### src/rtl/bus_cycle_sequencer_if.sv
// Control-unit request/response and external i8080 bus signals of the machine-cycle sequencer.
// slave = sequencer side; master = control unit plus external bus/memory side.
interface bus_cycle_sequencer_if #(
   parameter int XLEN = 8
);
   logic                start;
   logic [2:0]          cycle_type;
   logic [2*XLEN-1:0]   addr_in;
   logic [XLEN-1:0]     wdata_in;
   logic                post_inc;
   logic                accept;
   logic                done;
   logic [XLEN-1:0]     rdata_out;
   logic                inc_req;
   logic [2*XLEN-1:0]   addr;
   logic [XLEN-1:0]     dout;
   logic                dout_en;
   logic [XLEN-1:0]     din;
   logic                sync;
   logic                dbin;
   logic                wr_n;
   logic                ready;

   modport slave (
      input  start, cycle_type, addr_in, wdata_in, post_inc, din, ready,
      output accept, done, rdata_out, inc_req, addr, dout, dout_en, sync, dbin, wr_n
   );

   modport master (
      output start, cycle_type, addr_in, wdata_in, post_inc, din, ready,
      input  accept, done, rdata_out, inc_req, addr, dout, dout_en, sync, dbin, wr_n
   );
endinterface

### src/rtl/bus_cycle_sequencer.sv
// Runs one i8080 machine cycle (T1, T2, TW*, T3) per accepted request; done in T3, 3 cycles + waits.
// Requests are taken only in IDLE or T3 (accept); external ready low stretches the cycle with TW states.
module bus_cycle_sequencer #(
   parameter int XLEN = 8
) (
   input  logic                  clk,
   input  logic                  rst,
   bus_cycle_sequencer_if.slave  bus
);
   typedef enum logic [2:0] {S_IDLE, S_T1, S_T2, S_TW, S_T3} state_e;

   localparam logic [2:0] CT_FETCH    = 3'd0;
   localparam logic [2:0] CT_MEM_RD   = 3'd1;
   localparam logic [2:0] CT_MEM_WR   = 3'd2;
   localparam logic [2:0] CT_STACK_RD = 3'd3;
   localparam logic [2:0] CT_STACK_WR = 3'd4;
   localparam logic [2:0] CT_IO_RD    = 3'd5;
   localparam logic [2:0] CT_IO_WR    = 3'd6;

   state_e              state_q, state_d;
   logic [2:0]          type_q;
   logic [2*XLEN-1:0]   addr_q;
   logic [XLEN-1:0]     wdata_q;
   logic                inc_q;
   logic [XLEN-1:0]     rdata_q, rdata_d;
   logic                take;

   logic                is_wr, is_io;
   logic [XLEN-1:0]     status;
   logic                accept, done, inc_req, sync, dbin, wr_n, dout_en;
   logic [XLEN-1:0]     dout;

   always_comb begin
      is_wr = (type_q == CT_MEM_WR) || (type_q == CT_STACK_WR) || (type_q == CT_IO_WR);
      is_io = (type_q == CT_IO_RD) || (type_q == CT_IO_WR);
      case (type_q)
         CT_FETCH:    status = XLEN'(8'hA2);
         CT_MEM_RD:   status = XLEN'(8'h82);
         CT_MEM_WR:   status = XLEN'(8'h00);
         CT_STACK_RD: status = XLEN'(8'h86);
         CT_STACK_WR: status = XLEN'(8'h04);
         CT_IO_RD:    status = XLEN'(8'h42);
         CT_IO_WR:    status = XLEN'(8'h10);
         default:     status = XLEN'(8'h23);
      endcase
   end

   always_ff @(posedge clk) begin
      if (rst) begin
         state_q <= S_IDLE;
         type_q  <= '0;
         addr_q  <= '0;
         wdata_q <= '0;
         inc_q   <= 1'b0;
         rdata_q <= '0;
      end else begin
         state_q <= state_d;
         rdata_q <= rdata_d;
         if (take) begin
            type_q  <= bus.cycle_type;
            addr_q  <= bus.addr_in;
            wdata_q <= bus.wdata_in;
            inc_q   <= bus.post_inc;
         end
      end
   end

   always_comb begin
      state_d = state_q;
      rdata_d = rdata_q;
      take    = 1'b0;
      accept  = 1'b0;
      done    = 1'b0;
      inc_req = 1'b0;
      sync    = 1'b0;
      dbin    = 1'b0;
      wr_n    = 1'b1;
      dout_en = 1'b0;
      dout    = '0;
      case (state_q)
         S_IDLE: begin
            accept = 1'b1;
            if (bus.start) begin
               take    = 1'b1;
               state_d = S_T1;
            end
         end
         S_T1: begin
            sync    = 1'b1;
            dout_en = 1'b1;
            dout    = status;
            state_d = S_T2;
         end
         S_T2, S_TW: begin
            if (is_wr) begin
               dout    = wdata_q;
               dout_en = 1'b1;
            end else begin
               dbin = 1'b1;
            end
            // Post-increment request fires once, in T2 only, never repeated by wait states.
            inc_req = (state_q == S_T2) && inc_q;
            state_d = bus.ready ? S_T3 : S_TW;
         end
         S_T3: begin
            accept = 1'b1;
            done   = 1'b1;
            if (is_wr) begin
               wr_n    = 1'b0;
               dout    = wdata_q;
               dout_en = 1'b1;
            end else begin
               dbin    = 1'b1;
               rdata_d = bus.din;
            end
            take    = bus.start;
            state_d = bus.start ? S_T1 : S_IDLE;
         end
         default: state_d = S_IDLE;
      endcase
   end

   // I/O cycles place the 8-bit port number on both address halves.
   assign bus.addr      = is_io ? {addr_q[XLEN-1:0], addr_q[XLEN-1:0]} : addr_q;
   assign bus.accept    = accept;
   assign bus.done      = done;
   assign bus.inc_req   = inc_req;
   assign bus.sync      = sync;
   assign bus.dbin      = dbin;
   assign bus.wr_n      = wr_n;
   assign bus.dout_en   = dout_en;
   assign bus.dout      = dout;
   assign bus.rdata_out = rdata_q;
endmodule

### src/flat_wrapper.sv
// flat-port wrapper written by rule: the top's interface ports become plain ports
module bus_cycle_sequencer_flat 
#(
   parameter int XLEN = 8
)
  (clk, rst, bus_start, bus_cycle_type, bus_addr_in, bus_wdata_in, bus_post_inc, bus_din, bus_ready, bus_accept, bus_done, bus_rdata_out, bus_inc_req, bus_addr, bus_dout, bus_dout_en, bus_sync, bus_dbin, bus_wr_n);
  bus_cycle_sequencer_if #(.XLEN(XLEN)) bus_i ();
  input  logic clk;
  input  logic rst;
  input wire logic [$bits(bus_i.start)-1:0] bus_start;
  input wire logic [$bits(bus_i.cycle_type)-1:0] bus_cycle_type;
  input wire logic [$bits(bus_i.addr_in)-1:0] bus_addr_in;
  input wire logic [$bits(bus_i.wdata_in)-1:0] bus_wdata_in;
  input wire logic [$bits(bus_i.post_inc)-1:0] bus_post_inc;
  input wire logic [$bits(bus_i.din)-1:0] bus_din;
  input wire logic [$bits(bus_i.ready)-1:0] bus_ready;
  output wire logic [$bits(bus_i.accept)-1:0] bus_accept;
  output wire logic [$bits(bus_i.done)-1:0] bus_done;
  output wire logic [$bits(bus_i.rdata_out)-1:0] bus_rdata_out;
  output wire logic [$bits(bus_i.inc_req)-1:0] bus_inc_req;
  output wire logic [$bits(bus_i.addr)-1:0] bus_addr;
  output wire logic [$bits(bus_i.dout)-1:0] bus_dout;
  output wire logic [$bits(bus_i.dout_en)-1:0] bus_dout_en;
  output wire logic [$bits(bus_i.sync)-1:0] bus_sync;
  output wire logic [$bits(bus_i.dbin)-1:0] bus_dbin;
  output wire logic [$bits(bus_i.wr_n)-1:0] bus_wr_n;
  assign bus_i.start = bus_start;
  assign bus_i.cycle_type = bus_cycle_type;
  assign bus_i.addr_in = bus_addr_in;
  assign bus_i.wdata_in = bus_wdata_in;
  assign bus_i.post_inc = bus_post_inc;
  assign bus_i.din = bus_din;
  assign bus_i.ready = bus_ready;
  assign bus_accept = bus_i.accept;
  assign bus_done = bus_i.done;
  assign bus_rdata_out = bus_i.rdata_out;
  assign bus_inc_req = bus_i.inc_req;
  assign bus_addr = bus_i.addr;
  assign bus_dout = bus_i.dout;
  assign bus_dout_en = bus_i.dout_en;
  assign bus_sync = bus_i.sync;
  assign bus_dbin = bus_i.dbin;
  assign bus_wr_n = bus_i.wr_n;
  bus_cycle_sequencer #(.XLEN(XLEN)) u_core (.clk(clk), .rst(rst), .bus(bus_i));
endmodule
### config.mk
export PLATFORM = sky130hd
export DESIGN_NAME = bus_cycle_sequencer_flat
export DESIGN_NICKNAME = d
export VERILOG_FILES = /design/src/rtl/bus_cycle_sequencer_if.sv /design/src/rtl/bus_cycle_sequencer.sv /design/src/flat_wrapper.sv
export SDC_FILE = /design/constraint.sdc
export NUM_CORES = 1
export LEC_CHECK = 0
export CAP_MARGIN = 20
export CORE_MARGIN = 3
export CORE_UTILIZATION = 42
export DETAILED_ROUTE_END_ITERATION = 10
export GPL_TIMING_DRIVEN = 0
export PLACE_DENSITY = 0.79
export SLEW_MARGIN = 10
export SYNTH_ARGS = -nofsm -noshare
export SYNTH_HDL_FRONTEND = slang
export SYNTH_SLANG_ARGS = --single-unit
### constraint.sdc
create_clock -name clk -period 1.5 [get_ports clk]
set_input_delay 0.225 -clock clk [delete_from_list [all_inputs] [get_ports clk]]
set_output_delay 0.225 -clock clk [all_outputs]
set_load 0.01 [all_outputs]
-- Yosys cells after proc, flatten, opt, wreduce, memory -nomap -nowiden
Cells that the tools add are included.
- register bits: 39
- output and inout port bits: 39
- word-level logic and storage cells: 47
- equal/unequal tests: 11
- mux-type cells: 19
- bitwise logic cells: 1
- reductions and logical operators: 10
- operators with widths (kind ; count):
    8-bit one-hot mux with 7 select lines ; 1
    16-bit two-way mux ; 1
    8-bit one-hot mux with 2 select lines ; 1
    3-bit by 2-bit equality test with 1-bit output, second input constant ; 4
    3-bit equality test, second input constant ; 4
    3-bit one-hot mux with 4 select lines ; 1
    1-bit two-way mux ; 10
    8-bit two-way mux ; 1
    3-bit by 1-bit equality test with 1-bit output, second input constant ; 2
    3-bit zero test ; 2
    3-bit two-way mux ; 2
    1-bit one-hot mux with 2 select lines ; 2
    2-bit OR reduction ; 2
    1-bit logical OR ; 3
    3-bit OR reduction ; 1
    2-bit inequality test, second input constant ; 1
    2-bit AND reduction ; 1
    1-bit logical AND ; 1
    1-bit NOT ; 1

-- Depth between registers and ports, before layout
- depth after elaboration: 5
- depth in mapped cells: 5
- mapped depth without buffers: 4

-- Worst setup path before layout
OpenSTA, ideal clock, no wires.
- path type: flip-flop to output port
- from: register u_core.state_q[2]
- to: output bus_dout[2]
- arrival time: 1.166 ns
- slack: 0.109 ns
- cell stages (with the launch flop): 4
- cell sequence: dfxtp_1 -> or3b_4 -> a21oi_4 -> a22o_1
- longest elaborated chain between the ends: 3
- elaborated cells on any way between the ends: 6
- classes of those cells: eq/ne (4); mux (1); reduce/logical (1)
- ends and longest elaborated chain (element ; line ; source):
    start, declared ; bus_cycle_sequencer.sv:20 ; state_e state_q, state_d;
    start signal, assigned ; bus_cycle_sequencer.sv:57 ; state_q <= state_d;
    3-bit by 2-bit equality test with 1-bit output or 3-bit equality test (tied branches) ; bus_cycle_sequencer.sv:80 ; case (state_q)
    3-bit OR reduction (no line) ; n/a ;
    8-bit one-hot mux with 2 select lines (*) ; bus_cycle_sequencer.sv:80 ;
    end, declared ; flat_wrapper.sv:22 ; output wire logic [$bits(bus_i.dout)-1:0] bus_dout;
Every way passes the cells marked *; elsewhere a longest branch is shown, timed or not.

-- Worst setup path after layout
- from: register u_core.state_q[0]
- to: output bus_dout[2]
Same word-level chain as after synthesis.

==> metrics.md <==
| Metric | Value |
|---|---|
| DRT antenna net count | `0` |
| Placed instance area | `2720 sq um` |
| Starting density of the core | `between 40% and 50%` |
| Final Setup Violations | `30` |
| Total CTS buffers | `5` |
| Worst path cell trace | `or3b_4 -> a21oi_4 -> buf_6 -> a22o_1 -> buf_2` |
| Reg2Reg Depth | `10` |
| Drt wl/cell | `roughly 16 um` |
| Top layer in use | `met4` |
| Final #Nets | `between 300 and 400` |
| Initial antenna violation count | `0` |
| Synth warnings | `0` |
| P&R area growth vs syn | `71.4%` |
| Htree depth | `2` |
| Tightest Pin Transition | `around 500 ps` |
| Crit path DAT | `between 1500 and 2000 ps` |
| Core ar. | `4170 sq um` |
| Wl on met1 | `2240 um` |
| Final Hold Violating Endpoints | `0` |
| Pins Over Slew Limit | `0` |
| Die Span X | `73.0 um` |
| CP max stage delay | `450 ps` |
| Syn_nets | `225` |
| Drt pass-1 iters | `4` |
| RSZ-0062 raised after global routing | `yes` |
| Wirelength, routed | `5590 um` |
| Final WS setup | `-415 ps` |
| Detailed-route via count | `about 1800` |
| Clk pin slew, worst setup/hold paths | `roughly 70 ps` |
| Hpwl dp | `~3300 um` |
| I/O Buffers | `77` |
| CP endpoint kind | `output port` |
| Vias in the first global route | `1765` |
| Share of post-route cells with drive strength above 1 | `39.9%` |
| Reg2reg end | `u_core.bus.rdata_out[2]` |
| Mapped Cells | `185` |
| Post-synth EDFFs | `0` |
| Mapped cell area | `approximately 1900 sq um` |
| Length of routed met3 wiring | `448 um` |
| WP data required | `1270 ps` |
| Die area | `roughly 5300 sq um` |
| First-pass GRT wire length | `8390 um` |
| Clk buf depth | `2` |
| Critical R2R Launch | `u_core.state_q[0]` |
| Vias per cell | `5.06` |
| HP Start | `rst` |
| Clock Skew | `5.31 ps` |
| Overall Global Routing Usage | `20.3%` |
| TritonCTS clock tree | `yes` |
| Share of the synthesized area in the top cell type | `about two fifths` |
| Hold endpoint | `u_core.state_q[1]` |
| Finished Cell Area | `3230 sq um` |
| Clk_lat worst skew | `between 200 and 300 ps` |
| Tcrit/Tclk final | `128%` |
| CTS Root Cell | `clkbuf_8` |
| Max cap viols | `0` |
| Async SR Flop Fraction | `0%` |
| Status | `finished, violations left` |
| HP Class | `input pin to flop` |
| Max frequency | `between 500 and 600 MHz` |
| Post-synth top cells | `dfxtp_1 (39), nor2_1 (32), mux2i_1 (28)` |
| Power per Cell Area | `818 nW/um^2` |
| Leak Pwr | `1.50 nW` |
| Pre-CTS WS | `-534 ps` |
| Ranking of synthesized cells by area | `dfxtp_1 (41%), mux2i_1 (15%), nor2_1 (6.4%)` |
| VDD IR max | `0.000509 V` |
| Metal2 WL | `2820 um` |
| Synth Area per Inst | `10.2 sq um` |
| Post-CTS Hold Fix Bufs | `0` |
| Hold path depth | `2` |
| Largest net degree at the start of global routing | `12` |
| Most area-hungry cell type in the Yosys netlist | `dfxtp_1` |
| Num ports | `79` |
| CP Max Fanout | `4` |
| Die Ht | `73.0 um` |
| CP startpoint kind | `flop` |
| Max-slew headroom | `66.0%` |
| GR Overflow Total | `0` |
| Predominant post-synthesis flop cell | `dfxtp_1` |
| R2R Setup Slk | `-410 ps` |
| Failing checks | `negative setup slack` |
| Register bit count reported by yosys | `39` |
| WS Path Type | `flop to output port` |
| Most frequent cell after synthesis | `dfxtp_1` |
| DRC | `0` |
| FP Rows | `23` |
| Minimum clock period | `1910 ps` |
| # diodes | `0` |
| CP max stage cell | `or3b_4` |
| DRT iter0 DRCs | `65` |
| Clock tree sinks | `39` |
| Seq/Total Area, Yosys | `41.5%` |
| Netlist cell types | `30` |
| Placer Congestion | `~0.74` |
==> registers in the layout (all words and copies together), names as in the netlist <==
| signal | cells |
|---|---|
| u_core.state_q | 3 |
| u_core.type_q | 3 |
| u_core.wdata_q | 8 |
| u_core.bus.rdata_out | 8 |
| u_core.addr_q | 16 |
| u_core.inc_q | 1 |
==> layout by cell type (no fill, tap or decap), types with 5 or more instances in the layout <==
| master | count |
|---|---|
| nand2b_1 | 8 |
| a22o_1 | 5 |
| clkbuf_1 | 7 |
| buf_4 | 33 |
| buf_2 | 11 |
| clkbuf_8 | 5 |
| clkdlybuf4s50_1 | 46 |
| mux2_4 | 7 |
| dfxtp_1 | 31 |
| dfxtp_2 | 5 |
| nor2_1 | 29 |
| mux2i_1 | 28 |
| nand4b_1 | 8 |
| o21ai_2 | 8 |
| dlygate4sd2_1 | 6 |
| buf_6 | 28 |
==> logic make-up after synthesis <==
logic type / share of synthesized area (%)
buffers and inverters: 8.97
flip-flops: 41.5
multiplexers: 20.3
XOR/XNOR: 0.465
AO/OA/AOI/OAI: 10.4
AND/OR/NAND/NOR: 18.5
==> power breakdown <==
| group | leakage (nW) | switching (mW) | internal [mW] | total, mW |
|---|---|---|---|---|
| combinational | 1.13 | 0.324 | 0.475 | 0.799 |
| sequential | 0.323 | 0.0486 | 1.10 | 1.15 |
| clock | 0.0422 | 0.362 | 0.327 | 0.688 |
==> worst max-delay path, delay by kind of cell (launching register included) <==
family	cells	cell delay, ps
AND/OR/NAND/NOR	1	450
flip-flops	1	360
buffers and inverters	2	270
AO/OA/AOI/OAI	2	320
==> worst max path at each step <==
stage | from | to | slack [ps] | cells past startpoint
floorplan | u_core.state_q[2] | bus_dout[2] | 110 | 3
global placement | u_core.type_q[0] | bus_dout[7] | -530 | 6
detailed placement | u_core.type_q[0] | bus_dout[7] | -530 | 6
CTS | u_core.type_q[1] | bus_addr[8] | -370 | 6
global route | u_core.state_q[0] | u_core.bus.rdata_out[5] | -480 | 10
finish | u_core.state_q[0] | bus_dout[2] | -410 | 5
==> per-stage QoR <==
step	total power [mW]	setup TNS (ps)	hold WS [ps]	cells	util, %
global route	2.76	-11790	408	356	77.4
detailed placement	1.79	-12700	469	312	65.1
floorplan	1.51	0	344	185	-
finish	2.64	-10020	360	356	77.4
global placement	1.78	-12180	461	312	65.1
CTS	2.54	-9050	361	345	73.0
==> timing repair <==
item                                    in CTS  in global routing
pin swaps                                   10                  7
endpoints found under the setup margin      31                 51
setup buffers                               25                 13
gates cloned                                 1                  0
resized for setup                          139                 25
==> per-layer routing <==
layer / track usage, % / up-vias
li1: - / 878
met1: 24.7 / 853
met5: 0 / -
met3: 7.58 / 8
met4: 5.53 / 0
met2: 33.7 / 63
==> layout make-up <==
class / instances / area, sq um
repair buffers: 114 / 1060
multi-input cells: 123 / 1060
fillers: 272 / 945
flip-flops and latches: 39 / 798
plain buffers: 20 / 164
clock buffers: 7 / 76.3
well taps: 50 / 62.6
inverters: 2 / 7.51
clock inverters: 1 / 5.00
Power figures use the tool's default switching activity.
==> RTL edit 1, RTL diff (same settings) <==
Take the reset off `rdata_q` and load it in a clocked block of its own.
--- a/src/rtl/bus_cycle_sequencer.sv
+++ b/src/rtl/bus_cycle_sequencer.sv
@@ -52,10 +52,8 @@
          addr_q  <= '0;
          wdata_q <= '0;
          inc_q   <= 1'b0;
-         rdata_q <= '0;
       end else begin
          state_q <= state_d;
-         rdata_q <= rdata_d;
          if (take) begin
             type_q  <= bus.cycle_type;
             addr_q  <= bus.addr_in;
@@ -63,6 +61,10 @@
             inc_q   <= bus.post_inc;
          end
       end
+   end
+
+   always_ff @(posedge clk) begin
+      rdata_q <= rdata_d;
    end
 
    always_comb begin
Function: differs if rst is asserted again (counterexample within 10 cycles, from zero or initial values and one cycle with rst high); with rst held inactive, the same outputs for 10 cycles.
==> RTL edit 1 against the unedited design <==
The run still ends with setup timing left. Die area shrank 7.3%. Cell area shrank 1.9%. Critical path depth is the same. Count of clock-buffer cells in the layout shrank 1. Sequential cell count is the same. First-iteration DRC count grew 48%. Routed wire length grew 3.1%. Worst hold slack gained 0.11 ns. Via count shrank 10%. Setup slack gained 0.0070 ns. Clock power grew 53%. Combinational power grew 2%. Power grew 16%. Area after synthesis shrank 7.9%. Critical endpoint is now bus_dout[1]. Largest power group unchanged. Highest routed layer unchanged.
==> RTL edit 1: results (changes against the unedited design) <==
Setup path
Following the worst setup path forward leads to its endpoint at bus_dout[1]. The worst reg2reg path depth is 5 (-5). The register-to-register setup slack is -0.21 ns (+0.20 ns).

Timing
The setup clock skew after layout was 0.00796 ns (+0.00265 ns). The remaining max-slew budget at the tightest pin came to 67.4% (+1.4 points). The post-route worst hold slack is 0.472 ns (+0.112 ns).

The number of setup violations in the final report came to 30 (unchanged). The setup slack of the critical path after layout was -0.408 ns (+0.00697 ns).

Finish
The number of sequential cells in the layout came to 39 (unchanged). The multi-input gate count is 100 (-19%). The number of ordinary and repair buffers in the finished layout is 126 (-6.0%). The clock buffer count in the final layout is 6 (-1). The total area of multi-input combinational cells was 865 um2 (-18%).

Pwr
The combinational logic power is 0.811 mW (+2%). The maximum ir drop on the vdd rail is 0.812 mV (+60%).

Detailed routing
The routed length on met3 is 260 um (-42%). The initial DRC count came to 96 (+48%). The number of vias per cell after detailed routing came to 5.00 (-1.2%). The length of routed met2 wiring is 2870 um (+1.8%).

Synthesis
The synthesized netlist net count came to 197 (-12%). The number of synthesized flops with an enable pin is 8 (+8). The sequential cell area fraction in the yosys report is 49.6% (+8.2 points). The number of distinct library cells after synthesis is 31 (+3.3%).

Min path
The depth of the worst hold-timing path came to 1 (-1). The terminating pin of the worst hold path is u_core.bus.rdata_out[3]$_DFFE_PP_.

Global routing
The wire length of the first global-routing pass was 7880 um (-6.1%).

Status
The run finished, with violations left. The checks that failed: setup timing.

Place
The routability-driven placement congestion ratio is 0.729 (-2.0%). The port buffer count is 78 (+1.3%). The post-place instance area came to 2580 um2 (-5.1%).

Die
The horizontal extent of the die is 70.3 um (-3.7%).
## RTL edit 1: changes by cell type after synthesis, sizes merged, moves of 2 or more
cell	change
buf	-3
clkbuf	-2
dfxtp	-8
edfxtp	+8
nand2b	-7
nand4b	-8
o21ai	-7
## RTL edit 1: kinds of logic (layout without fill, tap and decap cells)
kind of cell    count (synthesis)  count (layout)  share of synthesized area (%)
simple gates                   47              47                           13.3
flops                          39              39                           49.6
mux                            37              37                           22.0
buf+inv                        19             136                           7.29
compound gates                 14              15                           7.22
xor+xnor                        1               1                          0.505
## RTL edit 1: metal layers
layer	vias up	global-route usage (%)
met4	0	9.79
met3	12	4.46
met2	63	34.9
met5	-	0
met1	770	25.4
li1	771	-
## RTL edit 1: metrics by stage
step / TNS (ns) / cells
after CTS: -6.84 / 312
after global placement: -11.57 / 283
after detailed placement: -13.03 / 283
after global routing: -10.23 / 323
final: -8.28 / 323
after floorplan: 0 / 157
==> RTL edit 2, RTL diff (same flow settings) <==
Without the edit above. `XLEN` is set to 8 in 3 places; all go to 6.
--- a/src/rtl/bus_cycle_sequencer_if.sv
+++ b/src/rtl/bus_cycle_sequencer_if.sv
@@ -1,7 +1,7 @@
 // Control-unit request/response and external i8080 bus signals of the machine-cycle sequencer.
 // slave = sequencer side; master = control unit plus external bus/memory side.
 interface bus_cycle_sequencer_if #(
-   parameter int XLEN = 8
+   parameter int XLEN = 6
 );
    logic                start;
    logic [2:0]          cycle_type;
--- a/src/rtl/bus_cycle_sequencer.sv
+++ b/src/rtl/bus_cycle_sequencer.sv
@@ -1,7 +1,7 @@
 // Runs one i8080 machine cycle (T1, T2, TW*, T3) per accepted request; done in T3, 3 cycles + waits.
 // Requests are taken only in IDLE or T3 (accept); external ready low stretches the cycle with TW states.
 module bus_cycle_sequencer #(
-   parameter int XLEN = 8
+   parameter int XLEN = 6
 ) (
    input  logic                  clk,
    input  logic                  rst,
--- a/src/flat_wrapper.sv
+++ b/src/flat_wrapper.sv
@@ -1,7 +1,7 @@
 // flat-port wrapper written by rule: the top's interface ports become plain ports
 module bus_cycle_sequencer_flat 
 #(
-   parameter int XLEN = 8
+   parameter int XLEN = 6
 )
   (clk, rst, bus_start, bus_cycle_type, bus_addr_in, bus_wdata_in, bus_post_inc, bus_din, bus_ready, bus_accept, bus_done, bus_rdata_out, bus_inc_req, bus_addr, bus_dout, bus_dout_en, bus_sync, bus_dbin, bus_wr_n);
   bus_cycle_sequencer_if #(.XLEN(XLEN)) bus_i ();
Interface: changed (6 resized); port bits go from 79 to 63. The function was not compared with the original's and may differ.
==> RTL edit 2 against the unedited design <==
The flow still finishes with violations (setup timing). Global-route usage grew 0.48 points. Routed wire length shrank 20%. Setup slack lost 0.099 ns. Register-to-register slack gained 0.29 ns. Sequential share of layout area grew 0.32 points. Cell area shrank 21%. Sequential cell count shrank 8. Power shrank 23%. Largest cell class unchanged. Area after synthesis shrank 23%. Worst hold slack gained 0.082 ns.
==> RTL edit 2: results (changes against the unedited design) <==
Status
The run finished, with violations left. The final reports fail on setup timing.

Setup path
The endpoint arrival time on the critical path is 1.79 ns (+0.10 ns). The delay of the slowest cell on the worst path is 0.38 ns (-0.07 ns).

Place
The number of cells after detailed placement came to 255 (-18%). The port buffer count is 62 (-19%). The routability-driven placement congestion ratio is 0.810 (+8.8%). The worst-case setup slack after placement is -0.545 ns (-0.0107 ns). The post-place instance area came to 2130 um2 (-22%).

Global routing
The maximum number of pins on one net before global-route repair is 11 (-1). The global-route track usage on met3 was 6.41% (-1.2 points). The all-layer global routing usage is 20.8% (+0.48 points). The met1 track utilization from global routing is 22.0% (-2.7 points). The via count of the first global-routing pass is 1379 (-22%). The global-route met2 utilization was 37.2% (+3.5 points). The wire length of the first global-routing pass came to 6560 um (-22%).

Detailed routing
The number of vias per cell after detailed routing was 4.95 (-2.1%). The initial DRC count is 53 (-18%).

Timing
The setup clock skew after layout is 0.00353 ns (-0.00178 ns). The number of setup violations in the final report was 34 (+13%). The total negative slack for setup checks was -7.36 ns (+2.66 ns).

The setup slack of the critical path after layout is -0.514 ns (-0.0991 ns).

Clock tree
The clock latency on the worst-skew pair was 0.34 ns (+0.05 ns). The CTS clock-pin slew for the worst setup and hold paths is 0.10 ns (+0.03 ns). The root buffer cell is clkbuf_4.

Min path
The kind of path behind the tightest hold check is reg -> reg.

Synthesis
By count the netlist is led by dfxtp_1 (31), nor2_1 (25), mux2i_1 (22). By area the synthesized netlist is led by dfxtp_1 (43%), mux2i_1 (15%), nor2_1 (6.5%). The post-synthesis area per instance was 9.73 um2 (-4.4%). The sequential cell area fraction in the yosys report came to 42.8% (+1.3 points).

Finish
The count of non-filler cells in the finished layout is 284 (-20%). The number of flip-flops in the largest register is 12 (-4). The number of fillers in the final layout came to 198 (-27%). The number of nets in the final layout is 271 (-21%). The share of cells above drive strength 1 is 40.8% (+0.96 points).

Pwr
The total leakage power is 1.16 nW (-22%).
-- RTL edit 2: path summary, 6_finish.rpt --
| path | from | end | slack, ns | cells after the start |
|---|---|---|---|---|
| max reg2reg | u_core.state_q[1]$_SDFFE_PP0P_ | u_core.type_q[0]$_SDFFE_PP0P_ | -0.12 | 7 |
| max | u_core.state_q[0]$_SDFFE_PP0P_ | bus_dout[0] | -0.51 | 6 |
| min reg2reg | u_core.state_q[2]$_SDFFE_PP0P_ | u_core.state_q[1]$_SDFFE_PP0P_ | 0.44 | 1 |
| min | u_core.state_q[2]$_SDFFE_PP0P_ | u_core.state_q[1]$_SDFFE_PP0P_ | 0.44 | 1 |
-- RTL edit 2: worst register-to-register path, stage by stage (launching register included) --
cell and delay, ns:
dfxtp_4 0.36, buf_6 0.11, buf_6 0.11, nor3b_4 0.35, buf_4 0.18, buf_6 0.12
mux2i_1 0.19, nor2_1 0.06
-- RTL edit 2: power breakdown --
group / switching (mW) / total, mW / internal, mW
sequential: 0.0453 / 0.924 / 0.879
combinational: 0.251 / 0.616 / 0.365
clock: 0.299 / 0.482 / 0.182
-- RTL edit 2: per-layer routing --
layer | up-vias | wire, um
met3 | 13 | 216
met4 | 0 | 126
met2 | 37 | 2410
li1 | 689 | -
met5 | - | 0
met1 | 668 | 1740
-- RTL edit 2: kinds of logic after synthesis --
family	synth area share [%]
XOR/XNOR	0.604
buffers and inverters	8.37
AO/OA/AOI/OAI	11.5
flip-flops	42.8
AND/OR/NAND/NOR	16.9
multiplexers	19.8
-- RTL edit 2: final cells by class --
type / instances / area share [%]
multi-input cells: 99 / 32.7
flip-flops and latches: 31 / 25.0
inverters: 3 / 0.835
plain buffers: 13 / 3.83
clock buffers: 7 / 1.77
clock inverters: 1 / 0.196
well taps: 44 / 2.16
repair buffers: 86 / 33.4
-- RTL edit 2: repair_timing --
| action | in CTS | in global routing |
|---|---|---|
| hold buffers | 0 | 0 |
| pin swaps | 7 | 13 |
| setup buffers | 16 | 9 |
| gates cloned | 0 | 2 |
| gates resized for setup | 127 | 40 |
| endpoints found under the setup margin | 25 | 43 |
